[src/rtl/pixel_paint_ctrl.sv]
// Byte-command pixel painter: a host sets a cursor and plots 2-bit pixels; display reads have priority.
// Optional framebuffer clear command is built when PAINT_FILL_EN is defined.
module pixel_paint_ctrl #(
    parameter int FB_W   = 160,
    parameter int FB_H   = 120,
    parameter int ADDR_W = 15
) (
    input  logic              clk,
    input  logic              rst_n,
    input  logic              host_valid,
    input  logic [7:0]        host_data,
    output logic              host_ready,
    input  logic              disp_req,
    input  logic [ADDR_W-1:0] disp_addr,
    output logic              disp_valid,
    output logic [1:0]        disp_data,
    output logic [ADDR_W-1:0] fb_addr,
    output logic              fb_we,
    output logic [1:0]        fb_wdata,
    input  logic [1:0]        fb_rdata,
    output logic              busy
);

    localparam int XW = (FB_W > 1) ? $clog2(FB_W) : 1;
    localparam int YW = (FB_H > 1) ? $clog2(FB_H) : 1;

`ifdef PAINT_FILL_EN
    localparam int FB_SIZE = FB_W * FB_H;
    typedef enum logic [1:0] {S_OP, S_ARG, S_WRITE, S_FILL} state_t;
`else
    typedef enum logic [1:0] {S_OP, S_ARG, S_WRITE} state_t;
`endif

    typedef enum logic [7:0] {
        OP_SET_X = 8'h01,
        OP_SET_Y = 8'h02,
        OP_PIXEL = 8'h03,
        OP_FILL  = 8'h04
    } opcode_t;

    state_t            state;
    opcode_t           op_q;
    logic [XW-1:0]     x_q;
    logic [YW-1:0]     y_q;
    logic [1:0]        colour;
    logic              ready_en;
`ifdef PAINT_FILL_EN
    logic [ADDR_W-1:0] fill_cnt;
`endif

    logic              accept;
    logic              disp_sel;
    logic              writing;
    logic [ADDR_W-1:0] wr_addr;

    assign accept  = host_valid && host_ready;
    // Reset also masks the display path so fb_addr reads zero while rst_n is low.
    assign disp_sel = disp_req && rst_n;
    assign wr_addr  = ADDR_W'(int'(y_q) * FB_W + int'(x_q));

`ifdef PAINT_FILL_EN
    assign writing = !disp_sel && (state == S_WRITE || state == S_FILL);
`else
    assign writing = !disp_sel && (state == S_WRITE);
`endif

    // NOTE: pure combinational outputs assign every signal on every path, so no latch can form.
    always_comb begin
        fb_addr = '0;
        if (disp_sel) begin
            fb_addr = disp_addr;
        end else if (state == S_WRITE) begin
            fb_addr = wr_addr;
`ifdef PAINT_FILL_EN
        end else if (state == S_FILL) begin
            fb_addr = fill_cnt;
`endif
        end
    end

    assign fb_we      = writing;
    assign fb_wdata   = writing ? colour : 2'd0;
    assign host_ready = ready_en && (state == S_OP || state == S_ARG);
    assign busy       = (state != S_OP);
    assign disp_data  = disp_valid ? fb_rdata : 2'd0;

    // NOTE: sequential state uses non-blocking assignments so every register samples pre-edge values.
    always_ff @(posedge clk or negedge rst_n) begin
        if (!rst_n) begin
            state      <= S_OP;
            op_q       <= OP_SET_X;
            x_q        <= '0;
            y_q        <= '0;
            colour     <= '0;
            ready_en   <= 1'b0;
            disp_valid <= 1'b0;
`ifdef PAINT_FILL_EN
            fill_cnt   <= '0;
`endif
        end else begin
            ready_en   <= 1'b1;
            disp_valid <= disp_req;
            case (state)
                S_OP: begin
                    if (accept) begin
                        case (host_data)
                            OP_SET_X, OP_SET_Y, OP_PIXEL, OP_FILL: begin
                                op_q  <= opcode_t'(host_data);
                                state <= S_ARG;
                            end
                            default: ;
                        endcase
                    end
                end
                S_ARG: begin
                    if (accept) begin
                        state <= S_OP;
                        case (op_q)
                            OP_SET_X: x_q <= (int'(host_data) > FB_W - 1) ? XW'(FB_W - 1) : XW'(host_data);
                            OP_SET_Y: y_q <= (int'(host_data) > FB_H - 1) ? YW'(FB_H - 1) : YW'(host_data);
                            OP_PIXEL: begin
                                colour <= host_data[1:0];
                                state  <= S_WRITE;
                            end
`ifdef PAINT_FILL_EN
                            OP_FILL: begin
                                colour   <= host_data[1:0];
                                fill_cnt <= '0;
                                state    <= S_FILL;
                            end
`endif
                            default: ;
                        endcase
                    end
                end
                S_WRITE: begin
                    if (!disp_req) begin
                        state <= S_OP;
                        if (int'(x_q) == FB_W - 1) begin
                            x_q <= '0;
                            y_q <= (int'(y_q) == FB_H - 1) ? '0 : y_q + 1'b1;
                        end else begin
                            x_q <= x_q + 1'b1;
                        end
                    end
                end
`ifdef PAINT_FILL_EN
                S_FILL: begin
                    if (!disp_req) begin
                        if (fill_cnt == ADDR_W'(FB_SIZE - 1)) state <= S_OP;
                        else fill_cnt <= fill_cnt + 1'b1;
                    end
                end
`endif
                default: state <= S_OP;
            endcase
        end
    end

endmodule

[config.mk]
export PLATFORM = sky130hd
export DESIGN_NAME = pixel_paint_ctrl
export DESIGN_NICKNAME = d
export VERILOG_FILES = /design/src/rtl/pixel_paint_ctrl.sv
export SDC_FILE = /design/constraint.sdc
export NUM_CORES = 1
export LEC_CHECK = 0
export CORE_ASPECT_RATIO = 1.25
export CORE_UTILIZATION = 54
export DETAILED_ROUTE_END_ITERATION = 16
export PLACE_DENSITY_LB_ADDON = 0.05
export SYNTH_ARGS = -nofsm -noshare
export SYNTH_HDL_FRONTEND = slang
export SYNTH_SLANG_ARGS = --single-unit
[constraint.sdc]
create_clock -name clk -period 5.3 [get_ports clk]
set_input_delay 0.53 -clock clk [delete_from_list [all_inputs] [get_ports clk]]
set_output_delay 0.53 -clock clk [all_outputs]
set_load 0.01 [all_outputs]
==> impl_metrics.py <==
metrics = {
    "run_status": {
        "status": "completed",
    },
    "global_route": {
        "grt_pass1_wl_um": 8670,
        "grt_usage_pct": 27.0,
        "grt_max_degree": 31,
        "grt_pass1_vias": 1908,
        "grt-ovfl-total": 0,
        "antenna_found_initial": 0,
    },
    "sta": {
        "rsz0062_at_grt": "false",
        "finClkSkew_ns": 0.00662,
        "max-slew-margin-rel_pct": 25.2,
        "slew_viol_final": 0,
        "setup_violations": 0,
        "min_period_ns": 3.91,
        "worstMarginPinSlew_ns": 1.12,
        "min_period_over_period_pct": 73.8,
        "fmax_mhz": 256,
        "hold_viol": 0,
        "finalSetupTns_ns": 0,
    },
    "setup_path": {
        "required_ns": 4.77,
        "cp_common_cell": "clkdlybuf4s50_1",
        "worst_path_largest_cell_delay_ns": 0.94,
        "crit_path_top_delay_cell": "nor2_1",
        "crit_path_max_fanout": 30,
        "cp.arrival_ns": 3.38,
        "startpoint_type": "primary input",
        "path_cells": "clkdlybuf4s50_1, buf_4, and2_1, nor2_1, o211ai_1, nand3_1, clkdlybuf4s50_1",
        "critPathCaptureType": "primary output",
        "crit_type": "primary input to primary output",
    },
    "synthesis": {
        "synth_cells": 238,
        "ys.flop_type": "dfrtp_1",
        "synthMuxAreaShare_pct": 3.62,
        "synth-simple-area-share_pct": 22.3,
        "yosysSeqAreaShare_pct": 33.4,
        "netlist_area_um2": 2180,
        "synthesis.nets": 284,
        "synth.distinct_cells": 52,
        "syn_area_per_cell_um2": 9.15,
        "synthAdderAreaFrac_pct": 10.5,
        "synth_seq_cells": 29,
        "synth_xor_area_share_pct": 6.03,
        "ys_async_sr_fraction_pct": 100,
        "synth_top_family_by_area": "simple AND/OR/NAND/NOR gates",
        "synth-compound-area-share_pct": 22.1,
        "synth_edf_count": 0,
        "yosys_warnings": 0,
    },
    "flow_run": {
        "cap_viol_max_count": 0,
    },
    "place": {
        "place.port_buffers": 51,
        "place.gp.congestion": 0.834,
        "dp_hpwl_um": 3890,
    },
    "cts": {
        "clk-insertion-delay-late_ns": 0.28,
        "cts_resized": 0,
        "cts-htree-levels": 2,
        "cts-root-buf": "clkbuf_8",
        "cts_setup_buffers": 0,
        "postCtsHoldBufs": 0,
        "cts.sink_count": 29,
        "cts.clk_slew.worst_paths_ns": 0.06,
        "numCtsBuffers": 5,
        "clockBufferDepth": 2,
        "cts_tree": "done",
    },
    "drt": {
        "firstDrtPassIters": 4,
        "wl_um": 5050,
        "routedWlPerCell_um": 14.6,
        "drt_iter0_markers": 81,
        "antenna_left": 0,
        "vias": 1995,
        "drcViolationCount": 0,
        "via_per_inst": 5.78,
    },
    "die": {
        "die_w_um": 58.8,
        "die_area_um2": 4290,
        "start_util_pct": 57.1,
        "die_h_um": 73.0,
        "core_um2": 3820,
        "num_rows": 25,
        "io_pins": 52,
    },
    "cells_and_area": {
        "n_antenna_cell": 0,
        "nets": 337,
        "n_fill_cell": 311,
        "final_layout_size_suffix_gt1_share_pct": 7.22,
        "syn_to_final_growth_pct": 29.9,
    },
    "pwr": {
        "ir_worst_vdd_mv": 0.198,
        "fin_total_pwr_uw": 599,
        "leakage_nw": 1.24,
        "powerDensity_nw_per_um2": 212,
    },
    "worst_hold_path": {
        "hold_class": "flip-flop to flip-flop",
    },
}
[report_power, final]
part	switching, mW	internal [mW]
registers	0.0246	0.236
logic	0.0741	0.0844
clock network	0.0774	0.103
[placed cells by master (no fill, tap or decap), types with 3 or more instances in the layout]
| cell type | instances |
|---|---|
| clkdlybuf4s50_1 | 51 |
| dfrtp_1 | 28 |
| o21ai_0 | 19 |
| nand2_1 | 18 |
| nor2_1 | 17 |
| ha_1 | 15 |
| a22o_1 | 13 |
| a21oi_1 | 10 |
| xnor2_1 | 9 |
| nand3_1 | 9 |
| and2b_1 | 7 |
| mux2_2 | 7 |
| xor2_1 | 6 |
| clkbuf_8 | 6 |
| and2_1 | 5 |
| nor3_1 | 5 |
| inv_1 | 4 |
| nor2b_1 | 4 |
| o21a_1 | 4 |
| nand2b_1 | 3 |
| a21o_1 | 3 |
| nand4_1 | 3 |
| o211ai_1 | 3 |
| nor4_1 | 3 |
| a31oi_1 | 3 |
[worst max-delay path: cells and delay by family]
kind	cells	cell delay, ns
AO/OA/AOI/OAI	1	0.19
buffers and inverters	3	1.19
AND/OR/NAND/NOR	3	1.47
[worst paths after layout]
check | depth (start not counted) | slack, ns | end | startpoint
worst max-delay path | 7 | 1.39 | fb_addr[14] | rst_n
worst min-delay path | 1 | 0.49 | op_q[4] | op_q[4]
worst max register to register | 6 | 2.98 | y_q[2] | x_q[0]
worst min register to register | 1 | 0.49 | op_q[4] | op_q[4]
max in group asynchronous | 2 | 4.35 | op_q[0] | rst_n
min in group asynchronous | 2 | 0.64 | op_q[3] | rst_n
[through the flow]
step | hold slack, ns | setup slack (ns) | area [um^2] | util [%] | std cells
after floorplan | 0.234 | 2.45 | 2180 | - | 238
after global placement | 0.472 | 1.40 | 2740 | 71.9 | 338
after detailed placement | 0.480 | 1.35 | 2740 | 71.9 | 338
after CTS | 0.493 | 1.34 | 2830 | 74.2 | 345
after global routing | 0.521 | 1.10 | 2830 | 74.2 | 345
final | 0.492 | 1.39 | 2830 | 74.2 | 345
[registers in the layout, summed over array words and instances (netlist names)]
register    cells
y_q             7
x_q             8
op_q            8
ready_en        1
state           2
disp_valid      1
colour          2
[cell families (layout without fill, tap and decap cells)]
group	count (synthesis)	count (layout)
AO/OA/AOI/OAI	70	70
other	1	1
XOR/XNOR	15	15
flip-flops	29	29
multiplexers	7	7
adder cells (fa/ha/maj)	17	17
AND/OR/NAND/NOR	88	88
buffers and inverters	11	64
[metal layers]
metal / wire length, um / GRT usage [%]
met4: 96 / 11.6
met3: 283 / 4.43
met5: 0 / 0
met2: 2620 / 48.2
met1: 2050 / 31.2
[synth_stat cells (2+ instances only)]
| master | count | area share (%) |
|---|---|---|
| ha_1 | 15 | 8.6 |
| fa_1 | 2 | 1.8 |
| o211ai_1 | 3 | 1.0 |
| or3_1 | 2 | 0.57 |
| nor2b_1 | 4 | 1.1 |
| a21o_1 | 3 | 1.0 |
| and2b_1 | 7 | 2.4 |
| and2_1 | 5 | 1.4 |
| inv_1 | 4 | 0.69 |
| dfrtp_1 | 28 | 32 |
| clkbuf_1 | 6 | 1.0 |
| xor2_1 | 6 | 2.4 |
| a22o_1 | 13 | 5.2 |
| nand4b_1 | 2 | 0.80 |
| mux2_2 | 7 | 3.6 |
| nand2b_1 | 3 | 0.86 |
| nor2_1 | 17 | 2.9 |
| nand2_1 | 18 | 3.1 |
| o22a_1 | 2 | 0.80 |
| o31ai_1 | 2 | 0.69 |
| nor3_1 | 5 | 1.1 |
| a21oi_1 | 10 | 2.3 |
| nand4_1 | 3 | 0.86 |
| a31oi_1 | 3 | 0.86 |
| o21a_1 | 4 | 1.4 |
| nand3_1 | 9 | 2.1 |
| xnor2_1 | 9 | 3.6 |
| o21ai_0 | 19 | 4.4 |
| nor4_1 | 3 | 0.86 |
| nor3b_1 | 2 | 0.69 |
[layout make-up]
| cell class | count | area, um^2 | share of cell area [%] |
|---|---|---|---|
| multi-input cells | 198 | 1410 | 49.8 |
| flip-flops and latches | 29 | 727 | 25.7 |
| repair buffers | 53 | 526 | 18.6 |
| clock buffers | 7 | 86.3 | 3.05 |
| well taps | 54 | 67.6 | 2.39 |
| inverters | 4 | 15.0 | 0.531 |
No activity file was read; power rests on OpenSTA's default activity.
